===== src/rtl/branch_ctrl.sv =====
// Program-counter sequencer: fetches control words over a req/ack handshake and resolves conditional branches.
// Optional BRANCH_CTRL_STATS_EN adds retired/taken instruction counters.
//
// state | meaning
// IDLE  | just out of reset, first fetch issued on the next edge
// FETCH | imem_req held at pc until imem_ack
// EXEC  | waiting for a valid control word; resolves branch or halt
// HALT  | terminal, left only by reset
module branch_ctrl #(
  parameter int PC_W = 8,
  parameter logic [PC_W-1:0] RESET_PC = '0
) (
  input  logic            clk,
  input  logic            n_reset,
  output logic            imem_req,
  output logic [PC_W-1:0] imem_addr,
  input  logic            imem_ack,
  input  logic            cw_valid,
  input  logic            br_en,
  input  logic            br_ne,
  input  logic [PC_W-1:0] br_target,
  input  logic            halt,
  input  logic            cmp_result,
  output logic [PC_W-1:0] pc,
  output logic            flush,
  output logic            halted
`ifdef BRANCH_CTRL_STATS_EN
  ,
  output logic [15:0]     taken_cnt,
  output logic [15:0]     retired_cnt
`endif
);

  typedef enum logic [1:0] {IDLE, FETCH, EXEC, HALT} state_t;

  state_t          state_q, state_d;
  logic [PC_W-1:0] pc_q, pc_d;
  logic            req_q, req_d;
  logic            flush_q, flush_d;
  logic            halted_q, halted_d;
  logic            take, retire;

  always_ff @(posedge clk or negedge n_reset) begin
    if (!n_reset) begin
      state_q  <= IDLE;
      pc_q     <= RESET_PC;
      req_q    <= 1'b0;
      flush_q  <= 1'b0;
      halted_q <= 1'b0;
    end else begin
      state_q  <= state_d;
      pc_q     <= pc_d;
      req_q    <= req_d;
      flush_q  <= flush_d;
      halted_q <= halted_d;
    end
  end

  always_comb begin
    state_d  = state_q;
    pc_d     = pc_q;
    req_d    = req_q;
    flush_d  = 1'b0;
    halted_d = halted_q;
    take     = 1'b0;
    retire   = 1'b0;
    case (state_q)
      IDLE: begin
        state_d = FETCH;
        req_d   = 1'b1;
      end
      FETCH: begin
        if (imem_ack) begin
          state_d = EXEC;
          req_d   = 1'b0;
        end
      end
      EXEC: begin
        if (cw_valid) begin
          if (halt) begin
            state_d  = HALT;
            halted_d = 1'b1;
            req_d    = 1'b0;
          end else begin
            // br_ne inverts the sense of the equality result
            take    = br_en & (cmp_result ^ br_ne);
            retire  = 1'b1;
            pc_d    = take ? br_target : pc_q + PC_W'(1);
            flush_d = take;
            state_d = FETCH;
            req_d   = 1'b1;
          end
        end
      end
      HALT: begin
        req_d    = 1'b0;
        halted_d = 1'b1;
      end
      default: begin
        state_d = IDLE;
        req_d   = 1'b0;
      end
    endcase
  end

  assign imem_req  = req_q;
  assign imem_addr = pc_q;
  assign pc        = pc_q;
  assign flush     = flush_q;
  assign halted    = halted_q;

`ifdef BRANCH_CTRL_STATS_EN
  always_ff @(posedge clk or negedge n_reset) begin
    if (!n_reset) begin
      taken_cnt   <= '0;
      retired_cnt <= '0;
    end else begin
      if (retire) retired_cnt <= retired_cnt + 16'd1;
      if (take)   taken_cnt   <= taken_cnt + 16'd1;
    end
  end
`endif

endmodule


===== config.mk =====
export PLATFORM = sky130hd
export DESIGN_NAME = branch_ctrl
export DESIGN_NICKNAME = d
export VERILOG_FILES = /design/src/rtl/branch_ctrl.sv
export SDC_FILE = /design/constraint.sdc
export NUM_CORES = 1
export LEC_CHECK = 0
export BUFFER_PORTS_ARGS = -buffer_cell sky130_fd_sc_hd__clkbuf_2
export CORE_ASPECT_RATIO = 0.9
export CORE_MARGIN = 5
export CORE_UTILIZATION = 35
export DETAILED_ROUTE_END_ITERATION = 6
export GPL_TIMING_DRIVEN = 1
export HOLD_SLACK_MARGIN = 0.03
export PLACE_DENSITY = 0.72
export SYNTH_ARGS = -nofsm -noshare
export SYNTH_HDL_FRONTEND = slang
export SYNTH_SLANG_ARGS = --single-unit

===== constraint.sdc =====
create_clock -name clk -period 2.6 [get_ports clk]
set_input_delay 0.52 -clock clk [delete_from_list [all_inputs] [get_ports clk]]
set_output_delay 0.52 -clock clk [all_outputs]
set_load 0.02 [all_outputs]

* Yosys cells after proc, flatten, opt, wreduce, memory -nomap -nowiden
Index checks and enable logic that the tools add are counted.
Storage, ports and cells: bits in registers 13, bits in read-only memories 0, logic and storage cells 37, memories 0, memory bits (writable) 0, latch bits 0
Operators by class: divide/modulo/power cells 0, $mul 0, equal/unequal tests 6, $lt $le $gt $ge 0, bitwise gates (word level) 3, reductions and logical operators 7, $add $sub $neg 1, shift-type cells 0, muxes and demuxes 15
Operators by type and width (count):
- 3-bit AND reduction | 3
- 8-bit by 1-bit adder with 8-bit output, second input constant | 1
- 1-bit two-way mux | 8
- 8-bit two-way mux | 1
- 2-bit two-way mux | 3
- 2-bit != test, second input constant | 3
- 2-bit case mux with 3 select lines | 1
- 2-bit == test, second input constant | 2
- 1-bit case mux with 4 select lines | 1
- 3-bit nonzero test | 1
- 2-bit by 1-bit == test with 1-bit output, second input constant | 1
- 2-bit zero test | 1
- 1-bit case mux with 2 select lines | 1
- 2-bit AND reduction | 1
- 2-bit nonzero test | 1
- 1-bit bitwise AND | 1
- 1-bit inverter | 1
- 1-bit bitwise XOR | 1

* Longest topological paths before layout
Gate-level depths: netlist of run 1.
depth in word-level cells 5, depth in mapped cells 6, gate-level depth less buffers 6

* Least setup slack after synthesis of run 1
No wires, ideal clock.
kind input port to flip-flop, from in br_ne, to reg pc_q[7], in the netlist imem_addr[7], setup time 0.087 ns, stages 4, buffers on the path 0, arrival time 1.443 ns, slack 1.070 ns, data required time 2.513 ns, cells stage by stage xor2_1 -> and2_4 -> or4_1 -> o211ai_1
Between the ends: word-level cells in the longest chain between the ends 3
RTL lines:
- start, declared | RTL line 20 | input logic br_ne,
- 1-bit bitwise XOR | RTL line 86 | take = br_en & (cmp_result ^ br_ne);
- 1-bit bitwise AND | RTL line 86
- 8-bit two-way mux | RTL line 88 | pc_d = take ? br_target : pc_q + PC_W'(1);
- end signal, assigned | RTL line 52 | pc_q <= pc_d;
- end, declared | RTL line 37 | logic [PC_W-1:0] pc_q, pc_d;
No other way between the ends. A chain may end at the register's enable or synchronous reset.

* Worst setup path in the final report of run 1
from reg state_q[0], to reg pc_q[2], in the netlist imem_addr[2]
Between the ends: word-level cells in the longest chain between the ends 2
RTL lines:
- start, declared | RTL line 36 | state_t state_q, state_d;
- start signal, assigned | RTL line 51 | state_q <= state_d;
- 2-bit == test | RTL line 67 | case (state_q)
- 3-bit AND reduction (no line)
No other way between the ends.

==> run metrics, run 1 <==
Synth area leaders dfrtp_1 38%, ha_1 8.8%, buf_4 7.0%; die area about 3500 sq um; multi-input logic area between 400 and 500 sq um; Core Area 2380 sq um; post-CTS resize count 0; CP max stage delay 450 ps; Buffers on Ports 34; Post-synth EDFFs 0; maximum vdd drop between 400 and 500 uV; total number of yosys warnings 0; synthesis-to-layout area growth 18.9%; Ports 35; crit path DAT approximately 1900 ps; slowest stage cell, crit path nor3b_2; placed cell area 987 sq um; drc violations 0; final WL 1960 microns; critical path endpoint category register; Max Cap Viol 0; cells along the critical path inv_1 -> ha_1 -> inv_1 -> nor3b_2 -> o21ai_0 -> a22oi_1; Worst Setup SP state_q[0]; Reg2Reg Depth 6; Die Height between 50 and 60 microns; largest net degree at the start of global routing 14; Post-DP HPWL 1580 microns; Async SR Flop Fraction 100%; clock slew at reported path FFs 80 ps; Post-Syn Instances 91; final setup TNS 0 ps; CTS tree built; gr usage total a little under an eighth; placer congestion estimate 0.822; total setup buffers inserted after CTS 0; ANT nets after route 0; # hold bufs at CTS 0; flop-to-flop setup slack 840 ps; RSZ-0062 raised after global routing no; Synthesized Nets about 110; Pwr Density 1090 nW/um^2; CTS buffer count 3; Final Instance Area 1010 sq um; HP Class input pin to asynchronous set/reset pin; wire length of the first global-routing pass ~3100 microns; Max-slew headroom around two thirds; critical path peak fanout 8; grt ovf 0; final non-filler cell total 147; final period utilization 67.7%; Reg-to-Reg End imem_addr[2]; Via density between 5 and 6; Die X 62.0 microns; Clock H-tree levels 1; most numerous cell in the Yosys netlist dfrtp_1; Peak Freq 0.568 GHz; synth cell count leaders 13 x dfrtp_1, 8 x a21oi_1, 8 x buf_4; share of layout cells above drive strength 1 34.5%; worst path bufs/invs 2; CTS Sinks 13; Tmin final 1760 ps; number of inserted diodes 0; most common flop cell mapped by yosys dfrtp_1; worst skew pair latency 270 ps; antenna violations before repair 0; Clock Path Buffers 2; Crit Path Category register to register; vias in the first global route 730; status finished, final reports clean; required time worst endpoint 2780 ps; # setup viols final 0; FF+latch count, synth 13; area leader, netlist dfrtp_1; worst slew pin tran ~470 ps; vias after detailed routing 760; Synth top area share 38.2%; Hold Vio Cnt, Final 0; Initial Util 35.8%; fin nets 142; routed length per instance 13.3 microns; row cnt 17; CTS root buffer clkbuf_4; initial DRC count 20; RR Startpoint state_q[0]; count of final max-slew check failures 0; TritonRoute pass-1 iters 6; Placed Cells 143; Syn Std Cell Area 852 sq um; register area 325 sq um; CP most frequent cell inv_1; synthesized area per cell between 9 and 10 sq um; Lkg Pwr approximately 0.50 nW; Fin Clk Skew between 6 and 7 ps; sequential area share after synthesis 38.2%; crit-path leading delay family simple AND/OR/NAND/NOR gates; Worst setup SP type register; Fillers 248; Yosys cell types 31
[area by class of cell]
type,count,area share (%)
multi-input cells,61,42.5
flip-flops and latches,13,32.1
repair buffers,34,16.8
well taps,28,3.46
clock buffers,4,2.59
inverters,7,2.59
[worst max path at each step]
stage	to	slack [ps]	cells after the start
final	imem_addr[2]	840	6
after global routing	imem_addr[2]	610	6
after CTS	imem_addr[2]	810	6
after detailed placement	imem_addr[2]	830	6
after global placement	imem_addr[7]	930	4
after floorplan	imem_addr[7]	1070	4
[cell families after synthesis]
kind of cell | Yosys count | share of synthesized area [%]
flops | 13 | 38.2
buf+inv | 17 | 11.3
mux | 1 | 1.17
simple gates | 24 | 16.4
fa+ha+maj | 6 | 8.81
xor+xnor | 1 | 1.03
compound gates | 29 | 23.1
[metrics by stage]
stage               total power, mW  utilization [%]  hold slack [ps]  setup WS, ps
finish                         1.10             42.5              133           840
global route                   1.19             42.5              157           609
detailed placement            0.990             41.4              439           832
floorplan                     0.860                -              224          1070
global placement              0.968             41.4              436           934
CTS                            1.11             42.5              146           809
[sequential cells by signal (all words and copies together) (netlist names)]
register,count
flush,1
halted,1
imem_addr,8
imem_req,1
state_q,2
[routing by layer]
metal  wire (microns)  vias up  GRT usage, %
met5                0        -             0
li1                 -      387             -
met1              930      337          15.3
met4               28        0          4.55
met2              839       32          17.5
met3              163        4          2.53
[layout by cell type, fill, tap and decap left out, types with 2 or more instances in the layout]
cell type	Yosys	final
clkbuf_2	0	34
ha_1	6	6
a2bb2oi_1	4	4
nand3_1	6	6
and3_1	3	3
clkbuf_4	0	3
o2bb2ai_1	3	3
nand2_1	5	5
o22ai_1	2	2
a21oi_1	8	8
o21ai_0	4	4
dfrtp_1	13	13
inv_1	7	7
nor2_1	3	3
[report_power, final]
| part | switching, mW | total [mW] | internal (mW) | leakage [nW] |
|---|---|---|---|---|
| clock | 0.0604 | 0.120 | 0.0592 | 0.0150 |
| combinational | 0.362 | 0.579 | 0.217 | 0.332 |
| sequential | 0.117 | 0.401 | 0.284 | 0.153 |
(Power assumes the default switching activity.)
==> run 2, diff against run 1 <==
- PLACE_DENSITY: 0.72 -> 0.75
- clock period: 2.6 -> 1.6 ns (I/O delays scaled with it)
==> run 2 against run 1 <==
Against the previous run:
- wire length rose by 2.2%
- power grew 71%
- sequential power grew 53%
- register-to-register slack got worse by 720 ps
- via count increased by 6.7%
- clock-buffer cell count unchanged
- setup slack worse by 720 ps
- design area increased by 6.9%
- first-iteration DRC count up 110%
- worst hold slack better by 140 ps
- die area did not move
- largest power group unchanged
==> run metrics, run 2 (same netlist as run 1, synthesis figures left out) <==
status finished, final reports clean; Post-DP HPWL 1580 microns; Tmin final 1480 ps; multi-input logic area around 440 sq um; share of layout cells above drive strength 1 around two fifths; Core Area 2380 sq um; wire length of the first global-routing pass 3150 microns; largest net degree at the start of global routing 14; CTS tree built; total setup buffers inserted after CTS 0; CTS buffer count 3; Pwr Density 1740 nW/um^2; synthesis-to-layout area growth 27.2%; Crit Path Category register to register; worst slew pin tran 383 ps; TritonRoute pass-1 iters 4; sequential share of power 32.6%; number of inserted diodes 0; routed length per instance approximately 13 microns; most common cell after layout, fill and taps aside clkbuf_2; # setup viols final 0; worst path bufs/invs 2; Ports 35; final WL 2000 microns; Switching Fraction 47.8%; gr usage total 11.5%; Hold Vio Cnt, Final 0; Max Cap Viol 0; maximum vdd drop 1030 uV; Via density 5.23; Fillers 246; Lkg Pwr 0.538 nW; Buffers on Ports 34; Fin Clk Skew 6.93 ps; Internal 0.982 mW; Clock Path Buffers 2; worst skew pair latency about 280 ps; vias after detailed routing 811; ANT nets after route 0; HP Class input pin to register; CP max stage delay 420 ps; die area 3520 sq um; Initial Util a little over a third; register area 325 sq um; final setup TNS 0 ps; switching pwr 0.900 mW; drc violations 0; vias in the first global route 755; critical path endpoint category register; Gate power share 56.3%; row cnt 17; slowest stage cell, crit path dfrtp_1; Die X 62.0 microns; required time worst endpoint 1800 ps; Die Height 56.8 microns; Clock H-tree levels 1; crit-path leading delay family flip-flops; crit path DAT approximately 1700 ps; Worst setup SP type register; placer congestion estimate 0.851; Peak Freq 0.677 GHz; Max-slew headroom 74.2%; RSZ-0062 raised after global routing no; CTS Sinks 13; final period utilization 92.3%; cells along the critical path ha_1 -> inv_1 -> nor3b_2 -> buf_4 -> o21ai_0 -> a22oi_1; Tot Pwr about 1.9 mW; commonest cells after routing, fill and taps aside 34 x clkbuf_2, 13 x dfrtp_1, 8 x a21oi_1, 7 x inv_1, 7 x buf_4; max reg flops 8; count of final max-slew check failures 0; Clk pwr share 11.0%; critical path peak fanout 8; initial DRC count 41; fin nets 150; CTS root buffer clkbuf_4; antenna violations before repair 0; clock slew at reported path FFs roughly 90 ps; grt ovf 0
## run 2: cell types whose count changed in the layout (fill, tap and decap cells not counted)
cell,previous run,this run
and3_1,3,2
buf_4,0,7
o22ai_1,2,1
and3_2,0,1
dlygate4sd3_1,0,1
o22ai_2,0,1
## run 2: area by class of cell
class / count / area share, %
clock buffers: 4 / 2.42
inverters: 7 / 2.42
multi-input cells: 61 / 40.4
flip-flops and latches: 13 / 30.0
well taps: 28 / 3.23
repair buffers: 42 / 21.5
## run 2: worst paths after layout
kind	depth (start not counted)	slack, ps	endpoint	start
worst max register to register	6	120	imem_addr[2]	state_q[1]
min in group asynchronous	2	470	imem_addr[3]	n_reset
worst min-delay path	2	280	imem_addr[0]	br_target[0]
worst min register to register	2	480	halted	halted
max in group asynchronous	2	870	imem_addr[1]	n_reset
worst max-delay path	6	120	imem_addr[2]	state_q[1]
## run 2: per-layer routing
layer / GRT usage [%] / share of wire, % / up-vias
li1: - / - / 398
met1: 14.6 / 43 / 379
met2: 18.9 / 46 / 34
met3: 5.06 / 11 / 0
met4: 0 / 0 / 0
met5: 0 / 0 / -
## run 2: what timing repair did
| item | CTS | global route |
|---|---|---|
| setup endpoints to repair | 0 | 3 |
| resized for setup | 0 | 2 |
| hold buffers | 1 | 0 |
| hold endpoints to repair | 13 | 0 |
## run 2: worst register-to-register path: cells and delay by family (launching register included)
family | cells | cell delay (ps)
flops | 1 | 420
buf+inv | 2 | 290
fa+ha+maj | 1 | 270
compound gates | 2 | 230
simple gates | 1 | 180
## run 2: per-stage QoR
stage	std cells	utilization (%)	hold slack (ps)	instance area, sq um	setup WS, ps
2_1_floorplan	91	-	24.4	852	81.8
3_3_place_gp	150	43.6	233	1040	148
3_5_place_dp	150	43.6	240	1040	97.3
4_1_cts	155	45.2	274	1080	74.7
5_1_grt	155	45.5	277	1080	16.0
6_report	155	45.5	277	1080	123
## run 2: power by group through the flow
stage          combinational [mW]  sequential (mW)  clock (mW)
2_1_floorplan               0.645            0.753           0
3_3_place_gp                 1.04            0.611           0
3_5_place_dp                 1.05            0.622           0
4_1_cts                      1.06            0.617       0.215
5_1_grt                      1.16            0.645       0.229
6_report                     1.06            0.614       0.208
